### src/rtl/regfile_mp_sb.sv
// ---------------------------------------------------------------------------
// regfile_mp_sb
//
// Multi-port integer register file with a built-in pending-write scoreboard,
// meant for pipelines with two writeback paths (ALU on port 0, load / late
// writeback on port 1). Decode reads operands and the per-register busy
// flag combinationally and stalls on RAW hazards while a producer is still
// outstanding.
//
// Ports:
//   clk, rst_n        clock (rising edge) and synchronous active-low reset
//   rd_addr_i         NUM_RD packed read addresses, port k at [k*AW +: AW]
//   rd_data_o         NUM_RD packed read data (write-bypassed when BYPASS=1)
//   rd_busy_o         per read port: addressed register still pending
//   wr0_*             write port 0 (ALU writeback, lower priority)
//   wr1_*             write port 1 (load writeback, higher priority)
//   issue_en_i/addr   mark a destination register as pending
//   flush_i           clear every pending bit
//   busy_cnt_o        registered number of pending registers
// ---------------------------------------------------------------------------
module regfile_mp_sb #(
    parameter int DATA_WIDTH = 32,
    parameter int ADDR_WIDTH = 5,
    parameter int NUM_RD     = 2,
    parameter int ZERO_REG   = 1,
    parameter int BYPASS     = 1
) (
    input  logic                           clk,
    input  logic                           rst_n,
    input  logic [NUM_RD*ADDR_WIDTH-1:0]   rd_addr_i,
    output logic [NUM_RD*DATA_WIDTH-1:0]   rd_data_o,
    output logic [NUM_RD-1:0]              rd_busy_o,
    input  logic                           wr0_en_i,
    input  logic [ADDR_WIDTH-1:0]          wr0_addr_i,
    input  logic [DATA_WIDTH-1:0]          wr0_data_i,
    input  logic                           wr1_en_i,
    input  logic [ADDR_WIDTH-1:0]          wr1_addr_i,
    input  logic [DATA_WIDTH-1:0]          wr1_data_i,
    input  logic                           issue_en_i,
    input  logic [ADDR_WIDTH-1:0]          issue_addr_i,
    input  logic                           flush_i,
    output logic [ADDR_WIDTH:0]            busy_cnt_o
);

    localparam int NUM_REGS = 1 << ADDR_WIDTH;
    localparam logic [ADDR_WIDTH-1:0] ZERO_ADDR = '0;

    logic [DATA_WIDTH-1:0] regs_q [NUM_REGS];
    logic [DATA_WIDTH-1:0] regs_d [NUM_REGS];
    logic [NUM_REGS-1:0]   pending_q;
    logic [NUM_REGS-1:0]   pending_d;
    logic [ADDR_WIDTH:0]   busy_cnt_q;
    logic [ADDR_WIDTH:0]   busy_cnt_d;

    logic wr0_ok;
    logic wr1_ok;

    // Writes to x0 are dropped when it is hardwired to zero.
    assign wr0_ok = wr0_en_i && !((ZERO_REG != 0) && (wr0_addr_i == ZERO_ADDR));
    assign wr1_ok = wr1_en_i && !((ZERO_REG != 0) && (wr1_addr_i == ZERO_ADDR));

    // Array next state: port 1 is applied last so it wins a same-address
    // collision with port 0.
    always_comb begin
        regs_d = regs_q;
        if (wr0_ok) begin
            regs_d[wr0_addr_i] = wr0_data_i;
        end
        if (wr1_ok) begin
            regs_d[wr1_addr_i] = wr1_data_i;
        end
    end

    // Scoreboard next state. A new issue beats both flush and a same-cycle
    // writeback, since the issued instruction is a younger producer than
    // whatever is writing back now.
    always_comb begin
        pending_d  = pending_q;
        busy_cnt_d = '0;
        for (int r = 0; r < NUM_REGS; r++) begin
            logic issue_hit;
            logic wb_hit;
            issue_hit = issue_en_i && (issue_addr_i == ADDR_WIDTH'(r));
            wb_hit    = (wr0_en_i && (wr0_addr_i == ADDR_WIDTH'(r))) ||
                        (wr1_en_i && (wr1_addr_i == ADDR_WIDTH'(r)));
            if (issue_hit) begin
                pending_d[r] = 1'b1;
            end else if (flush_i) begin
                pending_d[r] = 1'b0;
            end else if (wb_hit) begin
                pending_d[r] = 1'b0;
            end
            if ((ZERO_REG != 0) && (r == 0)) begin
                pending_d[r] = 1'b0;
            end
            busy_cnt_d = busy_cnt_d + (ADDR_WIDTH + 1)'(pending_d[r]);
        end
    end

    // State registers with synchronous reset; everything presented during a
    // reset cycle is discarded.
    always_ff @(posedge clk) begin
        if (!rst_n) begin
            for (int r = 0; r < NUM_REGS; r++) begin
                regs_q[r] <= '0;
            end
            pending_q  <= '0;
            busy_cnt_q <= '0;
        end else begin
            regs_q     <= regs_d;
            pending_q  <= pending_d;
            busy_cnt_q <= busy_cnt_d;
        end
    end

    assign busy_cnt_o = busy_cnt_q;

    // Read ports. Forwarded write data is already valid, so a bypass hit
    // also suppresses the busy flag for that port.
    always_comb begin
        rd_data_o = '0;
        rd_busy_o = '0;
        for (int k = 0; k < NUM_RD; k++) begin
            logic [ADDR_WIDTH-1:0] addr;
            logic                  hit0;
            logic                  hit1;
            addr = rd_addr_i[k*ADDR_WIDTH +: ADDR_WIDTH];
            hit1 = (BYPASS != 0) && wr1_en_i && (wr1_addr_i == addr);
            hit0 = (BYPASS != 0) && wr0_en_i && (wr0_addr_i == addr);
            if (!rst_n) begin
                rd_data_o[k*DATA_WIDTH +: DATA_WIDTH] = '0;
            end else if ((ZERO_REG != 0) && (addr == ZERO_ADDR)) begin
                rd_data_o[k*DATA_WIDTH +: DATA_WIDTH] = '0;
            end else if (hit1) begin
                rd_data_o[k*DATA_WIDTH +: DATA_WIDTH] = wr1_data_i;
            end else if (hit0) begin
                rd_data_o[k*DATA_WIDTH +: DATA_WIDTH] = wr0_data_i;
            end else begin
                rd_data_o[k*DATA_WIDTH +: DATA_WIDTH] = regs_q[addr];
                rd_busy_o[k] = pending_q[addr];
            end
        end
    end

endmodule

### config.mk
export PLATFORM = sky130hd
export DESIGN_NAME = regfile_mp_sb
export DESIGN_NICKNAME = d
export VERILOG_FILES = /design/src/rtl/regfile_mp_sb.sv
export SDC_FILE = /design/constraint.sdc
export NUM_CORES = 2
export LEC_CHECK = 0
export CAP_MARGIN = 20
export CELL_PAD_IN_SITES_DETAIL_PLACEMENT = 0
export CELL_PAD_IN_SITES_GLOBAL_PLACEMENT = 1
export CORE_ASPECT_RATIO = 1.1
export CORE_MARGIN = 3
export CORE_UTILIZATION = 40
export CTS_CLUSTER_SIZE = 24
export DETAILED_ROUTE_END_ITERATION = 10
export GPL_TIMING_DRIVEN = 0
export PLACE_DENSITY = 0.78
export SYNTH_ARGS = -nofsm -noshare
export SYNTH_HDL_FRONTEND = slang
export SYNTH_SLANG_ARGS = --single-unit
export TNS_END_PERCENT = 1
### constraint.sdc
create_clock -name clk -period 12.7 [get_ports clk]
set_input_delay 3.81 -clock clk [delete_from_list [all_inputs] [get_ports clk]]
set_output_delay 3.81 -clock clk [all_outputs]
set_load 0.03 [all_outputs]
==> results of run 1 <==
kinds of logic after synthesis:
family	count (synthesis)	share of synthesized area, %
compound gates	2302	25.20
xor+xnor	22	0.2942
fa+ha+maj	30	0.8366
buf+inv	1097	7.396
flops	1061	32.43
mux	1173	18.23
simple gates	2319	15.62
per-stage QoR:
step	util (%)	instance area (µm²)	hold WS, ns
CTS	45.81	74450	0.4907
detailed placement	43.16	70140	0.4754
global placement	42.66	69330	0.4677
floorplan	-	65500	0.4553
cells in the mapped netlist, drive strengths merged, types with 3 or more instances:
library cell / instances
nand3: 304
xor2: 17
and4b: 9
ha: 7
a32oi: 28
nor4b: 8
nor3b: 6
a211oi: 127
a41o: 6
nor4: 6
dfxtp: 1061
o31ai: 64
fa: 23
o21ai: 322
buf: 382
nor2: 759
and3: 4
mux4: 15
clkbuf: 685
nand2b: 7
a22oi: 797
nor2b: 12
a311oi: 552
a41oi: 7
a21oi: 326
nand2: 945
xnor2: 5
nor3: 14
and4: 11
mux2i: 1157
nand4: 137
and2: 70
a22o: 64
and3b: 6
nor4bb: 10
or2: 4
nand3b: 3
inv: 30
per-layer routing:
| metal | GRT overflow | global-route usage [%] |
|---|---|---|
| met3 | 8 | 59.24 |
| met5 | 2 | 25.25 |
| met1 | 10 | 82.28 |
| met4 | 315 | 68.36 |
| met2 | 495 | 85.38 |
==> flow_summary.toml, run 1 <==
[clocking]
cts_buffers = 133
cts_sinks = 1061
post_cts_resized = 0
htreeDepth = 4
cts_hold_buf = 0
clock-root-buffer = "clkbuf_16"
clock_path_buffers = 3
postCtsSetupBuffers = 0

[global_routing]
grt_max_degree = 17
grt_overflow = 830
grt_first_pass_wirelength_um = 874600
track_usage_pct = 74.79
grt_pass1_vias = 84840

[die]
die_y_um = 430.4
io_pins = 167
initial_utilization_pct = 40.30
row_count = 155
die_w_um = 391.8

[synth]
yosysWarnings = 0
synth_top_area_cell = "dfxtp_1"
postSynthNetCount = 8129
ys_ff_latch = 1061
synth_area_leaders = "dfxtp_1, mux2i_1, a22oi_1"
synth.top_cell.area_share_pct = 32.43
syn_inst = 8004
synth_area_mm2 = 0.06550
avgSynthCellArea_um2 = 8.184
synth-seq-area-share_pct = 32.43
synth_ff_type = "dfxtp_1"
async_reset_ff_share_pct = 0
synth_edf_count = 0
synthDistinctLibCells = 72

[run_status]
status = "aborted with a tool error"
stop_error = "[ERROR GRT-0116] Global routing finished with congestion. Check the congestion regions in the DRC Viewer."
stop_stage = "5_1_grt"

[place]
dp_hpwl_um = 464100
io_buffer_count = 117
dp_cells = 10290
place_congestion = 1.304
dp_slack_ns = 0.4863
==> inputs of run 2 (changes only) <==
==> config.mk (replaced) <==
export PLATFORM = sky130hd
export DESIGN_NAME = regfile_mp_sb
export DESIGN_NICKNAME = d
export VERILOG_FILES = /design/src/rtl/regfile_mp_sb.sv
export SDC_FILE = /design/constraint.sdc
export NUM_CORES = 2
export LEC_CHECK = 0
export CAP_MARGIN = 20
export CORE_MARGIN = 3
export CORE_UTILIZATION = 25
export DETAILED_ROUTE_END_ITERATION = 10
export GPL_TIMING_DRIVEN = 0
export PLACE_DENSITY_LB_ADDON = 0.15
export SYNTH_ARGS = -nofsm -noshare
export SYNTH_HDL_FRONTEND = slang
export SYNTH_SLANG_ARGS = --single-unit
export TNS_END_PERCENT = 1
==> run 2 against run 1 <==
- the flow now finishes, with violations (max-slew violations)
- synthesized cell count unchanged
- synthesized area stayed put
==> flow_summary.toml, run 2 <==
[cells_and_area]
multiInputGateArea_mm2 = 0.03948
drive_gt1_share_pct = 10.10
mostFrequentLayoutCell = "mux2i_1"
final_nets = 8547
area_delta_synth_final_pct = 20.21
largest_register_ffs = 1024
register_area_mm2 = 0.02124
final_cell_mix = "mux2i_1, dfxtp_1, nand2_1"
largest-register = "regs_q"
n_fill_cell = 27950

[power]
internal_power_mw = 6.390
p_per_area_mw_per_mm2 = 126.3
power_frac_seq_pct = 35.0
power_switching_mw = 3.557
p_leak_nw = 28.46
ir_worst_vdd_v = 0.0001493
combPwrFrac_pct = 19.0
swShare_pct = 35.76
p_clk_share_pct = 46.0

[timing]
max_freq_ghz = 0.07889
slew-limit-headroom_pct = -5.361
final.setup_skew_ns = 0.007247
min_period_over_period_pct = 99.82
worst_pin_slew_ns = 1.580
period_needed_ns = 12.68
layout_setup_ws_ns = 0.02345
finalMaxSlewViolations = 2
rsz0062_at_grt = "no"
setup-violations-final = 0
holdWs_ns = 0.4955
hold_viol = 0
tns_ns = 0

[clocking]
clock_latency_ns = 0.89
path_clk_slew_ns = 0.06
cts_sinks = 1061
htreeDepth = 4
post_cts_resized = 0
cts_buffers = 150
clock-root-buffer = "clkbuf_16"
clock_path_buffers = 3
postCtsSetupBuffers = 0
tritoncts = "done"
cts_hold_buf = 0

[synth]
async_reset_ff_share_pct = 0
synth_ff_type = "dfxtp_1"
synth.most_common_cell = "mux2i_1"
synth.top_cell.area_share_pct = 32.43
yosys-top-cells-count = "mux2i_1, dfxtp_1, nand2_1"
yosysWarnings = 0
synthDistinctLibCells = 72
postSynthNetCount = 8129
synth_edf_count = 0
syn_inst = 8004
synth_top_area_cell = "dfxtp_1"
synth-seq-area-share_pct = 32.43
synth_area_leaders = "dfxtp_1, mux2i_1, a22oi_1"
avgSynthCellArea_um2 = 8.184
synth_area_mm2 = 0.06550
ys_ff_latch = 1061

[setup_path]
cp.required_ns = 8.89
start_kind = "primary input"
crit_path_end_kind = "output port"
r2r_start = "pending_q[28]$_SDFF_PN0_"
r2r_slack_ns = 6.54
worst-setup-path-type = "in -> out"
rr_worst_depth = 17
crit_arrival_ns = 8.87
cp_max_fo = 10
reg2reg_to = "busy_cnt_o[4]$_SDFF_PN0_"

[run_status]
violations = "max-slew violations"
status = "finished with violations"

[route]
via_count = 81370
totalWireLength_um = 677200
dr.pass1.iters = 8
post-route-drc-count = 0
drt_iter0_markers = 14440
drtAntennaViolNets = 0
wl_met1_um = 263000
wl_met2_um = 274200
via_per_inst = 6.729
wl_per_cell_um = 56.01
wl_met3_um = 89110
highest_layer = "met5"

[die]
initial_utilization_pct = 25.18
die_y_um = 517.9
die_w_um = 517.9
row_count = 187
dieArea_mm2 = 0.2682
core_area_mm2 = 0.2602
io_pins = 167

[global_routing]
grt_max_degree = 17
track_usage_pct = 47.91
grt_antenna_before_repair = 108
grt_first_pass_wirelength_um = 831300
grt_pass1_vias = 72130
grt_overflow = 0

[place]
io_buffer_count = 117
dp_slack_ns = -0.3657
dp_hpwl_um = 566600
place_congestion = 1.147

[min_path]
hp-class = "reg -> reg"
hold_start = "regs_q[1002]$_SDFF_PN0_"
holdPathStages = 1
holdPathEnd = "regs_q[1002]$_SDFF_PN0_"

[job]
maxCapViolations = 0
[run 2: cell counts after synthesis]
Identical to the previous run, type by type.
[run 2: final cells by class]
cell class	instances	area share, %
inverters	30	0.1430
clock buffers	212	5.458
plain buffers	1067	6.108
flip-flops and latches	1061	26.98
repair buffers	266	4.505
multi-input cells	5846	50.14
diodes	60	0.1907
clock inverters	53	0.9264
well taps	3496	5.555
[run 2: through the flow]
step / cell area (µm²) / power [mW] / std cells / utilization, %
after detailed placement: 73080 / 5.277 / 11740 / 28.09
after CTS: 78100 / 9.751 / 12000 / 30.02
after global routing: 78600 / 9.939 / 12040 / 30.21
after floorplan: 65500 / 4.219 / 8004 / -
final: 78740 / 9.948 / 12090 / 30.26
after global placement: 71050 / 5.224 / 11620 / 27.31
[run 2: kinds of logic (layout without fill, tap and decap cells)]
family          after synthesis  in the layout  share of synthesized area [%]
other cells                   0             60                              0
fa+ha+maj                    30             30                         0.8366
compound gates             2302           2302                          25.20
mux                        1173           1173                          18.23
buf+inv                    1097           1628                          7.396
simple gates               2319           2319                          15.62
xor+xnor                     22             22                         0.2942
flops                      1061           1061                          32.43
[run 2: routing by layer]
layer  track usage [%]  vias to the layer above
met4             30.10                       24
met1             58.72                    41560
li1                  -                    30670
met3             20.65                     1795
met5                 0                        -
met2             68.35                     7319
[run 2: worst max-delay path by stage]
| stage | start | end | slack, ns | cells past startpoint |
|---|---|---|---|---|
| 6_report | rd_addr_i[7] | rd_data_o[45] | 0.02 | 10 |
| 5_1_grt | wr0_addr_i[0] | busy_cnt_o[4]$_SDFF_PN0_ | 0.28 | 22 |
| 4_1_cts | rd_addr_i[0] | rd_data_o[15] | 0.11 | 10 |
| 3_5_place_dp | wr0_addr_i[0] | busy_cnt_o[4]$_SDFF_PN0_ | -0.37 | 22 |
| 3_3_place_gp | wr1_en_i | busy_cnt_o[4]$_SDFF_PN0_ | -0.61 | 21 |
| 2_1_floorplan | rd_addr_i[6] | rd_busy_o[1] | 3.01 | 6 |
[run 2: power by group through the flow]
stage / combinational, mW / clock (mW) / sequential [mW]
final: 1.89 / 4.58 / 3.49
after floorplan: 0.717 / 0 / 3.50
after CTS: 1.73 / 4.54 / 3.48
after global routing: 1.81 / 4.65 / 3.48
after detailed placement: 1.73 / 0 / 3.55
after global placement: 1.68 / 0 / 3.55
[run 2: worst max-delay path, cell delays in order]
cell and delay, ns:
clkdlybuf4s50_1 0.54, buf_4 0.35, buf_4 0.51, buf_2 0.96, mux2i_1 0.53, a22oi_1 0.40, nand4_1 0.18, o31ai_1 0.34
a22o_1 0.41, clkdlybuf4s50_1 0.77
Power figures use the tool's default switching activity.
